==> config.mk <==
export PLATFORM = sky130hd
export DESIGN_NAME = grid_mem_arbiter
export DESIGN_NICKNAME = d
export VERILOG_FILES = /design/src/rtl/grid_mem_arbiter.sv
export SDC_FILE = /design/constraint.sdc
export NUM_CORES = 1
export LEC_CHECK = 0
export ABC_AREA = 1
export CORE_ASPECT_RATIO = 0.9
export CORE_MARGIN = 1.5
export CORE_UTILIZATION = 40
export DETAILED_ROUTE_END_ITERATION = 6
export GPL_TIMING_DRIVEN = 0
export PLACE_DENSITY_LB_ADDON = 0.3
export SYNTH_ARGS = -nofsm -noshare
export SYNTH_HDL_FRONTEND = slang
export SYNTH_SLANG_ARGS = --single-unit
==> constraint.sdc <==
create_clock -name clk -period 1.8 [get_ports clk]
set_input_delay 0.36 -clock clk [delete_from_list [all_inputs] [get_ports clk]]
set_output_delay 0.36 -clock clk [all_outputs]
set_load 0.01 [all_outputs]
==> src/rtl/grid_mem_arbiter.sv <==
// grid_mem_arbiter: round-robin sharing of one single-port grid memory
// between NUM_REQ placement engines, plus an all-ones clear sweep engine.
// Ports: clk, reset (sync, active-high); clear_start / clear_busy;
//   req_valid, req_we, req_addr, req_wdata (packed per requester), req_ready;
//   rsp_valid (per requester), rsp_rdata (shared);
//   mem_en, mem_we, mem_addr, mem_wdata, mem_rdata (1-cycle read latency).
// Optional macro GRID_ARB_CONFLICT_CNT_EN adds output conflict_cnt[15:0].
module grid_mem_arbiter #(
    parameter int NUM_REQ = 2,
    parameter int ADDR_W  = 7,
    parameter int DATA_W  = 8,
    parameter int DEPTH   = 16
) (
    input  logic                      clk,
    input  logic                      reset,
    input  logic                      clear_start,
    output logic                      clear_busy,
    input  logic [NUM_REQ-1:0]        req_valid,
    input  logic [NUM_REQ-1:0]        req_we,
    input  logic [NUM_REQ*ADDR_W-1:0] req_addr,
    input  logic [NUM_REQ*DATA_W-1:0] req_wdata,
    output logic [NUM_REQ-1:0]        req_ready,
    output logic [NUM_REQ-1:0]        rsp_valid,
    output logic [DATA_W-1:0]         rsp_rdata,
    output logic                      mem_en,
    output logic                      mem_we,
    output logic [ADDR_W-1:0]         mem_addr,
    output logic [DATA_W-1:0]         mem_wdata,
    input  logic [DATA_W-1:0]         mem_rdata
`ifdef GRID_ARB_CONFLICT_CNT_EN
    ,
    output logic [15:0]               conflict_cnt
`endif
);

    localparam int PW  = (NUM_REQ > 1) ? $clog2(NUM_REQ) : 1;
    localparam int PW1 = PW + 1;

    typedef enum logic {CLEAR = 1'b0, ARB = 1'b1} state_t;

    state_t              state;
    state_t              state_nxt;
    logic [ADDR_W-1:0]   clr_addr;
    logic [PW-1:0]       rr_ptr;
    logic [PW-1:0]       grant_idx;
    logic [PW-1:0]       cand;
    logic [PW1-1:0]      idx;
    logic [NUM_REQ-1:0]  grant_oh;
    logic [NUM_REQ-1:0]  rd_pend;
    logic [DATA_W-1:0]   rdata_q;
    logic                found;
    logic                xfer;
    logic                clr_last;

    assign clr_last = (clr_addr == ADDR_W'(DEPTH - 1));

    // State register
    always_ff @(posedge clk) begin
        if (reset) state <= CLEAR;
        else       state <= state_nxt;
    end

    // Next-state logic
    always_comb begin
        state_nxt = state;
        case (state)
            CLEAR:   if (clr_last) state_nxt = ARB;
            ARB:     if (clear_start) state_nxt = CLEAR;
            default: state_nxt = CLEAR;
        endcase
    end

    // Round-robin search starting at rr_ptr, wrapping modulo NUM_REQ
    always_comb begin
        grant_oh  = '0;
        grant_idx = '0;
        found     = 1'b0;
        idx       = '0;
        cand      = '0;
        for (int i = 0; i < NUM_REQ; i++) begin
            idx = PW1'(rr_ptr) + PW1'(i);
            if (idx >= PW1'(NUM_REQ)) idx = idx - PW1'(NUM_REQ);
            cand = idx[PW-1:0];
            if (!found && req_valid[cand]) begin
                found          = 1'b1;
                grant_oh[cand] = 1'b1;
                grant_idx      = cand;
            end
        end
    end

    // Output logic: a clear request blocks the grant in the same cycle
    always_comb begin
        req_ready = '0;
        if (state == ARB && !clear_start) req_ready = grant_oh;
    end

    assign xfer = |(req_valid & req_ready);

    // Read data is presented the cycle it leaves the memory and held after
    assign rsp_rdata = (|rsp_valid) ? mem_rdata : rdata_q;

    always_ff @(posedge clk) begin
        if (reset) begin
            clr_addr   <= '0;
            rr_ptr     <= '0;
            clear_busy <= 1'b1;
            rd_pend    <= '0;
            rsp_valid  <= '0;
            rdata_q    <= '0;
            mem_en     <= 1'b0;
            mem_we     <= 1'b0;
            mem_addr   <= '0;
            mem_wdata  <= '0;
        end else begin
            rsp_valid <= rd_pend;
            rd_pend   <= '0;
            if (|rsp_valid) rdata_q <= mem_rdata;
            if (state == CLEAR) begin
                mem_en    <= 1'b1;
                mem_we    <= 1'b1;
                mem_addr  <= clr_addr;
                mem_wdata <= '1;
                if (clr_last) begin
                    clr_addr   <= '0;
                    clear_busy <= 1'b0;
                end else begin
                    clr_addr <= clr_addr + 1'b1;
                end
            end else if (xfer) begin
                mem_en    <= 1'b1;
                mem_we    <= req_we[grant_idx];
                mem_addr  <= req_addr[grant_idx*ADDR_W +: ADDR_W];
                mem_wdata <= req_wdata[grant_idx*DATA_W +: DATA_W];
                rr_ptr    <= (grant_idx == PW'(NUM_REQ - 1)) ? '0
                                                             : grant_idx + 1'b1;
                if (!req_we[grant_idx]) rd_pend <= grant_oh;
            end else begin
                mem_en <= 1'b0;
                mem_we <= 1'b0;
                if (clear_start) begin
                    clear_busy <= 1'b1;
                    clr_addr   <= '0;
                end
            end
        end
    end

`ifdef GRID_ARB_CONFLICT_CNT_EN
    logic multi;
    assign multi = |(req_valid & (req_valid - 1'b1));

    always_ff @(posedge clk) begin
        if (reset) begin
            conflict_cnt <= '0;
        end else if (state == ARB) begin
            if (clear_start)
                conflict_cnt <= '0;
            else if (multi && conflict_cnt != 16'hFFFF)
                conflict_cnt <= conflict_cnt + 16'd1;
        end
    end
`endif

endmodule

==> results of run 1 <==
## logic make-up (layout without fill, tap and decap cells)
family,after synthesis,after routing,synth area share [%]
AOI/OAI and AO/OA,38,38,11.3
adders and majority gates,1,1,0.660
buffers and inverters,57,143,12.4
DFF,39,39,41.2
and+or+nand+nor,151,151,34.5
## synthesized netlist by cell type
cell,instances,area [sq um]
a211oi_1,2,15.0
a21oi_1,15,75.1
a31oi_4,1,21.3
buf_1,1,3.75
buf_2,3,15.0
buf_4,2,15.0
buf_6,1,11.3
clkbuf_1,4,15.0
dfxtp_1,39,781
ha_1,1,12.5
inv_1,40,150
inv_2,5,18.8
inv_4,1,6.26
nand2_1,74,278
nand2_2,1,6.26
nand2_4,3,33.8
nand3_1,32,160
nand3b_1,1,7.51
nand4_1,2,12.5
nor2_1,34,128
nor2_4,1,11.3
nor3_1,2,10.0
o21a_1,1,7.51
o21ai_0,11,55.1
o21ai_1,8,40.0
or2_2,1,6.26
## layout make-up
type / instances / share of cell area (%)
clock buffer: 6 / 2.83
buffer: 11 / 2.58
timing repair buffer: 78 / 25.9
sequential: 39 / 26.9
inverter: 46 / 6.09
clock inverter: 2 / 1.20
tap: 62 / 2.66
multi-input combinational: 190 / 31.8
## per-layer routing
| layer | wire (um) | track usage, % | part of all wire [%] | vias to the layer above |
|---|---|---|---|---|
| li1 | - | - | - | 1059 |
| met1 | 2340 | 26.3 | 45 | 888 |
| met2 | 2500 | 33.8 | 48 | 52 |
| met3 | 290 | 5.30 | 5.5 | 10 |
| met4 | 95 | 7.14 | 1.8 | 0 |
| met5 | 0 | 0 | 0 | - |
## critical path: stages (launching register included)
cell	delay [ns]
dfxtp_1	0.34
buf_6	0.14
inv_4	0.07
nor2_4	0.19
nand2_8	0.11
inv_2	0.07
clkdlybuf4s15_2	0.22
## flip-flops by register name, summed over array words and instances (netlist names)
signal / count
rr_ptr: 1
mem_addr: 7
mem_we: 1
mem_wdata: 8
clear_busy: 1
rdata_q: 8
mem_en: 1
state: 1
rd_pend: 2
clr_addr: 7
rsp_valid: 2
## metrics by stage
stage / util, % / instances / setup TNS (ns)
finish: 64.5 / 434 / 0
global route: 64.5 / 434 / -0.0889
CTS: 63.4 / 432 / -0.00406
detailed placement: 59.8 / 421 / -5.49
global placement: 59.8 / 421 / -5.16
floorplan: - / 286 / 0
## worst paths after layout
check	startpoint	to	slack, ns	cells after the start
setup / recovery	state	req_ready[1]	0.02	6
hold / removal	rd_pend[0]	rsp_valid[0]	0.40	2
setup reg to reg	clr_addr[0]	clr_addr[0]	0.34	7
hold reg to reg	rd_pend[0]	rsp_valid[0]	0.40	2
## what timing repair did
| item | CTS | global route |
|---|---|---|
| gates resized for setup | 32 | 12 |
| buffers inserted | 3 | 2 |
| endpoints found under the hold margin | 0 | 0 |
| endpoints found under the setup margin | 10 | 8 |
| pin swaps | 3 | 1 |
## where the power goes
group	switching [mW]	internal (mW)	leakage (nW)
combinational	0.0963	0.137	1.00
sequential	0.0158	0.884	0.320
clock	0.305	0.448	0.0612
total	0.417	1.47	1.38
==> results.cfg, run 1 <==
[run_status]
status = completed

[min_path]
worstHoldPathType = register to register

[detailed_routing]
drt-wirelength-per-cell_um = 12.0
drt_wl_total_mm = 5.23
firstDrtPassIters = 4
vias_per_cell = 4.63
num_vias = 2009
drt_iter0_markers = 104
route.detailed.drc = 0
antenna_left = 0

[clocking]
ctsHoldBuffers = 0
numCtsBuffers = 5
clockBufferDepth = 2
cts_tree = done
cts_root_buf = clkbuf_8
clock-sinks = 39
h-tree-depth = 2
clkSlewWorstSetupHoldPaths_ns = 0.07
clk_latency_ns = 0.29

[timing]
fmax_ghz = 0.561
period_needed_ns = 1.78
setup_slack_ns = 0.0187
relSlewSlack_pct = 66.0
tightest_slew_ns = 0.509
fin_worst_skew_ns = 0.00785
holdWs_ns = 0.401
rsz0062_at_grt = true
setup_viol = 0
timing.final.crit_share_pct = 99.0
hold_violations = 0
slew_violations = 0

[global_route]
grt_overflow = 0
first_global_vias = 1778
grt_pass1_wl_mm = 7.98
grt_max_degree = 13
antenna_found_initial = 0
grt_use_total_pct = 20.6

[critical_path]
startpoint_type = register
worstPathMaxFanout = 10
cp.arrival_ns = 1.42
endpoint_kind = output port
critPathKind = register to output port
critPathRequiredTime_ns = 1.44

[run]
drv_cap = 0

[logic_synthesis]
syn_inst = 286
avgSynthCellArea_sq_um = 6.63
yosys_warnings = 0
syn_nets = 332
ys_ff_latch = 39
syn_area_sq_um = 1900
yosysSeqAreaShare_pct = 41.2
synth_cell_types = 26

[floorplanning]
core_sq_um = 4520
die_area_sq_um = 5160
start_util_pct = 42.0
chipHeight_um = 68.3
io_pins = 75
rows = 23
die_w_um = 75.6

[finish]
antenna_cells = 0
fillCellCount = 393
multi_input_area_sq_um = 928
final_common_cell = nand2_1
layout_common_cells = nand2_1, clkdlybuf4s50_1, inv_1
postLayoutCellArea_sq_um = 2920
fin_nets = 417
ff_latch_area_sq_um = 783
area_growth_pct = 53.8
final_layout_size_suffix_gt1_share_pct = 12.1

[placed_design]
numPortBuffers = 73
place_ws_ns = -0.547
dpl_cell_area_sq_um = 2700
place.gp.congestion = 0.770
dp_hpwl_mm = 3.82

[pwr]
total_power_mw = 1.89
p_per_area_nw_per_um2 = 647
p_leak_nw = 1.38
ir_drop_uv = 510
(Power assumes the default switching activity.)
==> run 2, diff against run 1 <==
CORE_ASPECT_RATIO = unset   (was 0.9)
CTS_CLUSTER_SIZE = 30   (was unset)
GPL_TIMING_DRIVEN = unset   (was 0)
==> results.cfg, run 2 (synthesis results as in run 1) <==
[run_status]
status = finished, violations left
violations = DRC

[timing]
fin_worst_skew_ns = 0.00198
holdWs_ns = 0.398
hold_violations = 0
setup_tns_ns = 0
slew_violations = 0
setup_slack_ns = 0.0548
tightest_slew_ns = 0.400
period_needed_ns = 1.75
fmax_ghz = 0.573
timing.final.crit_share_pct = 97.0
setup_viol = 0
relSlewSlack_pct = 73.3

[clocking]
clockBufferDepth = 2
numCtsBuffers = 5
h-tree-depth = 2
ctsHoldBuffers = 0
clock-sinks = 39
cts_tree = done
cts_root_buf = clkbuf_8
clk_latency_ns = 0.29
clkSlewWorstSetupHoldPaths_ns = 0.08

[detailed_routing]
drt_iter0_markers = 135
vias_per_cell = 4.75
antenna_left = 0
drt-wirelength-per-cell_um = 12.4
firstDrtPassIters = 7
route.detailed.drc = 5
drt_wl_total_mm = 5.41
num_vias = 2081

[finish]
fin_nets = 431
area_growth_pct = 59.6
layout_common_cells = nand2_1, clkdlybuf4s50_1, inv_1
final_layout_size_suffix_gt1_share_pct = 16.3
layout_top_registers = mem_wdata x8, rdata_q x8
antenna_cells = 0
final_common_cell = nand2_1
fillCellCount = 364
multi_input_area_sq_um = 927
postLayoutCellArea_sq_um = 3030
ff_latch_area_sq_um = 785

[pwr]
p_comb_share_pct = 12.7
p_per_area_nw_per_um2 = 634
pwr-share-seq_pct = 46.9
p_sw_share_pct = 22.6
p_switching_mw = 0.434
ir_drop_uv = 360
pwr-share-clk_pct = 40.4
p_leak_nw = 1.47
power.internal_mw = 1.49
total_power_mw = 1.92

[global_route]
grt_max_degree = 19
grt_pass1_wl_mm = 8.65
first_global_vias = 1876
grt_overflow = 0
grt_use_total_pct = 21.3
antenna_found_initial = 0

[placed_design]
numPortBuffers = 74
dpl_cell_area_sq_um = 2830
place_ws_ns = -0.294
dp_hpwl_mm = 3.82
place.gp.congestion = 0.792

[critical_path]
critPathRequiredTime_ns = 1.44
cp.arrival_ns = 1.39
worstPathMaxFanout = 8
critPathMaxStageDelay_ns = 0.36
critPathKind = register to output port
endpoint_kind = output port
startpoint_type = register
slowest_stage = dfxtp_2
path_cells = nor2_4 -> buf_6 -> buf_4 -> o21ai_2 -> inv_1 -> clkdlybuf4s15_1

[floorplanning]
rows = 24
chipHeight_um = 71.8
die_area_sq_um = 5160
io_pins = 75
core_sq_um = 4440
die_w_um = 71.8
start_util_pct = 42.7

[run]
drv_cap = 0

[min_path]
worstHoldPathType = register to register
[run 2: per-layer routing]
layer,global-route usage (%),wire [um],share of wire (%),vias up
met3,4.92,315,5.8,10
met4,6.71,74,1.4,0
met5,0,0,0,-
met1,26.2,2330,43,927
met2,36.6,2690,50,59
li1,-,-,-,1085
[run 2: cell type report]
type / count / area share [%]
Sequential cell: 39 / 25.9
Clock inverter: 2 / 1.28
Clock buffer: 6 / 2.73
Timing Repair Buffer: 103 / 31.5
Tap cell: 52 / 2.15
Inverter: 46 / 5.79
Multi-Input combinational cell: 190 / 30.6
[run 2: repair_timing]
item,4_1_cts,5_1_grt
gates resized for setup,20,21
setup buffers,0,3
pin swaps,2,2
setup endpoints to repair,10,8
cloned,1,0
[run 2: worst max-delay path, delay by kind of cell, from the launching register on]
kind / cells / cell delay (ns)
AO/OA/AOI/OAI: 1 / 0.16
flip-flops: 1 / 0.36
AND/OR/NAND/NOR: 1 / 0.05
buffers and inverters: 4 / 0.53
[run 2: power by group through the flow]
stage          sequential (mW)  clock, mW  combinational [mW]
6_report                 0.900      0.775               0.245
5_1_grt                  0.903      0.833               0.267
4_1_cts                  0.900      0.788               0.242
3_5_place_dp             0.920          0               0.242
3_3_place_gp             0.920          0               0.238
2_1_floorplan            0.925          0              0.0756
[run 2: path summary, 6_finish.rpt]
kind                              startpoint      endpoint  slack (ns)  cells past startpoint
worst max-delay path            rsp_valid[1]  rsp_rdata[6]        0.05                      6
worst min-delay path              rd_pend[1]  rsp_valid[1]        0.40                      2
worst max register to register        rr_ptr  mem_wdata[7]        0.34                     10
worst min register to register    rd_pend[1]  rsp_valid[1]        0.40                      2
[run 2: stage by stage]
| stage | util [%] | instances |
|---|---|---|
| after floorplan | - | 286 |
| after global placement | 63.7 | 426 |
| after detailed placement | 63.7 | 426 |
| after CTS | 66.4 | 435 |
| after global routing | 68.1 | 438 |
| final | 68.1 | 438 |
==> run 3, diff against run 2 <==
clock period = 1.7 ns   (was 1.8 ns; I/O delays follow)
==> results.cfg, run 3 (synthesis results as in run 1) <==
[min_path]
worstHoldPathType = register to register

[placed_design]
numPortBuffers = 74
dp_hpwl_mm = 3.89
place.gp.congestion = 0.791
place_ws_ns = -0.357

[detailed_routing]
vias_per_cell = 4.70
route.detailed.drc = 5
antenna_left = 0
num_vias = 2092
drt_iter0_markers = 163
drt-wirelength-per-cell_um = 12.3
firstDrtPassIters = 6
drt_wl_total_mm = 5.47

[floorplanning]
rows = 24
die_w_um = 71.8
die_area_sq_um = 5160
start_util_pct = 42.7
io_pins = 75
chipHeight_um = 71.8
core_sq_um = 4440

[run]
drv_cap = 0

[critical_path]
path_cells = nor2_4 -> buf_6 -> buf_4 -> nand2_2 -> o21ai_4 -> inv_1 -> buf_2
slowest_stage = dfxtp_2
critPathKind = register to output port
critPathRequiredTime_ns = 1.36
critPathMaxStageDelay_ns = 0.34
cp.arrival_ns = 1.30
endpoint_kind = output port
worstPathMaxFanout = 7
startpoint_type = register
cp_top_family = buffers and inverters
crit_buf_inv = 4

[global_route]
grt_use_total_pct = 22.1
antenna_found_initial = 0
grt_pass1_wl_mm = 8.89
use_met2_pct = 39.3
first_global_vias = 1937
grt_max_degree = 19
grt_util_met1_pct = 25.8
grt.busiest_layer = met2
gr-usage-met3_pct = 5.77
grt_overflow = 0

[clocking]
clock-sinks = 39
numCtsBuffers = 5
h-tree-depth = 2
cts_root_buf = clkbuf_8
clockBufferDepth = 2
clk_latency_ns = 0.29
cts_tree = done
clkSlewWorstSetupHoldPaths_ns = 0.07

[pwr]
p_sw_share_pct = 23.4
pwr-share-seq_pct = 51.8
p_comb_share_pct = 14.1
pwr-share-clk_pct = 34.1
p_leak_nw = 1.47
power.internal_mw = 1.41
p_switching_mw = 0.430
ir_drop_uv = 514
p_per_area_nw_per_um2 = 608

[finish]
antenna_cells = 0
area_growth_pct = 59.6
final_layout_size_suffix_gt1_share_pct = 19.3
layout_top_registers = mem_wdata x8, rdata_q x8
fin_nets = 439
fillCellCount = 366
layout_common_cells = nand2_1, clkdlybuf4s50_1, inv_1
final_common_cell = nand2_1

[timing]
timing.final.crit_share_pct = 96.7
hold_violations = 0
fin_worst_skew_ns = 0.00294
fmax_ghz = 0.608
rsz0062_at_grt = true
holdWs_ns = 0.401
tightest_slew_ns = 0.400
setup_viol = 0
slew_violations = 0
relSlewSlack_pct = 73.3
setup_slack_ns = 0.0553
period_needed_ns = 1.64
setup_tns_ns = 0

[run_status]
status = finished, violations left
violations = DRC
run 3: metal layers:
| metal | up-vias | wire [um] |
|---|---|---|
| met5 | - | 0 |
| met3 | 8 | 311 |
| li1 | 1102 | - |
| met2 | 73 | 2750 |
| met1 | 909 | 2320 |
| met4 | 0 | 90 |
run 3: final cells by class:
| cell class | instances | area [sq um] | area share, % |
|---|---|---|---|
| Clock buffer | 6 | 82.6 | 2.73 |
| Clock inverter | 1 | 5.00 | 0.165 |
| Inverter | 46 | 175 | 5.79 |
| Multi-Input combinational cell | 190 | 923 | 30.5 |
| Sequential cell | 39 | 785 | 25.9 |
| Tap cell | 52 | 65.1 | 2.15 |
| Timing Repair Buffer | 111 | 990 | 32.7 |
run 3: worst paths after layout:
check	start	to	slack (ns)	cells after the start
min	rd_pend[0]	rsp_valid[0]	0.40	2
max reg2reg	rsp_valid[1]	rdata_q[4]	0.19	10
max	rsp_valid[1]	rsp_rdata[6]	0.06	7
min reg2reg	rd_pend[0]	rsp_valid[0]	0.40	2
run 3: through the flow:
stage / power, mW / util, % / std cells / instance area, sq um
2_1_floorplan: 1.06 / - / 286 / 1900
3_3_place_gp: 1.23 / 63.7 / 426 / 2830
3_5_place_dp: 1.23 / 63.7 / 426 / 2830
4_1_cts: 1.85 / 67.8 / 445 / 3010
5_1_grt: 1.92 / 68.1 / 445 / 3030
6_report: 1.84 / 68.1 / 445 / 3030
run 3: repair_timing:
action / CTS / global route
endpoints found under the setup margin: 10 / 8
gates resized for setup: 54 / 8
cloned: 1 / 0
endpoints found under the hold margin: 0 / 0
pin swaps: 2 / 1
buffers inserted: 11 / 2
hold buffers: 0 / 0
run 3: power by group through the flow:
stage | Combinational [mW] | Clock, mW | Sequential, mW
after global routing | 0.282 | 0.680 | 0.957
final | 0.259 | 0.627 | 0.953
after detailed placement | 0.257 | 0 | 0.974
after global placement | 0.253 | 0 | 0.973
after floorplan | 0.0800 | 0 | 0.979
after CTS | 0.258 | 0.642 | 0.953
run 3: worst min-delay path, cell delays in order, from the launching register on:
cell,delay [ns]
dfxtp_1,0.30
inv_1,0.04
nor2_1,0.03
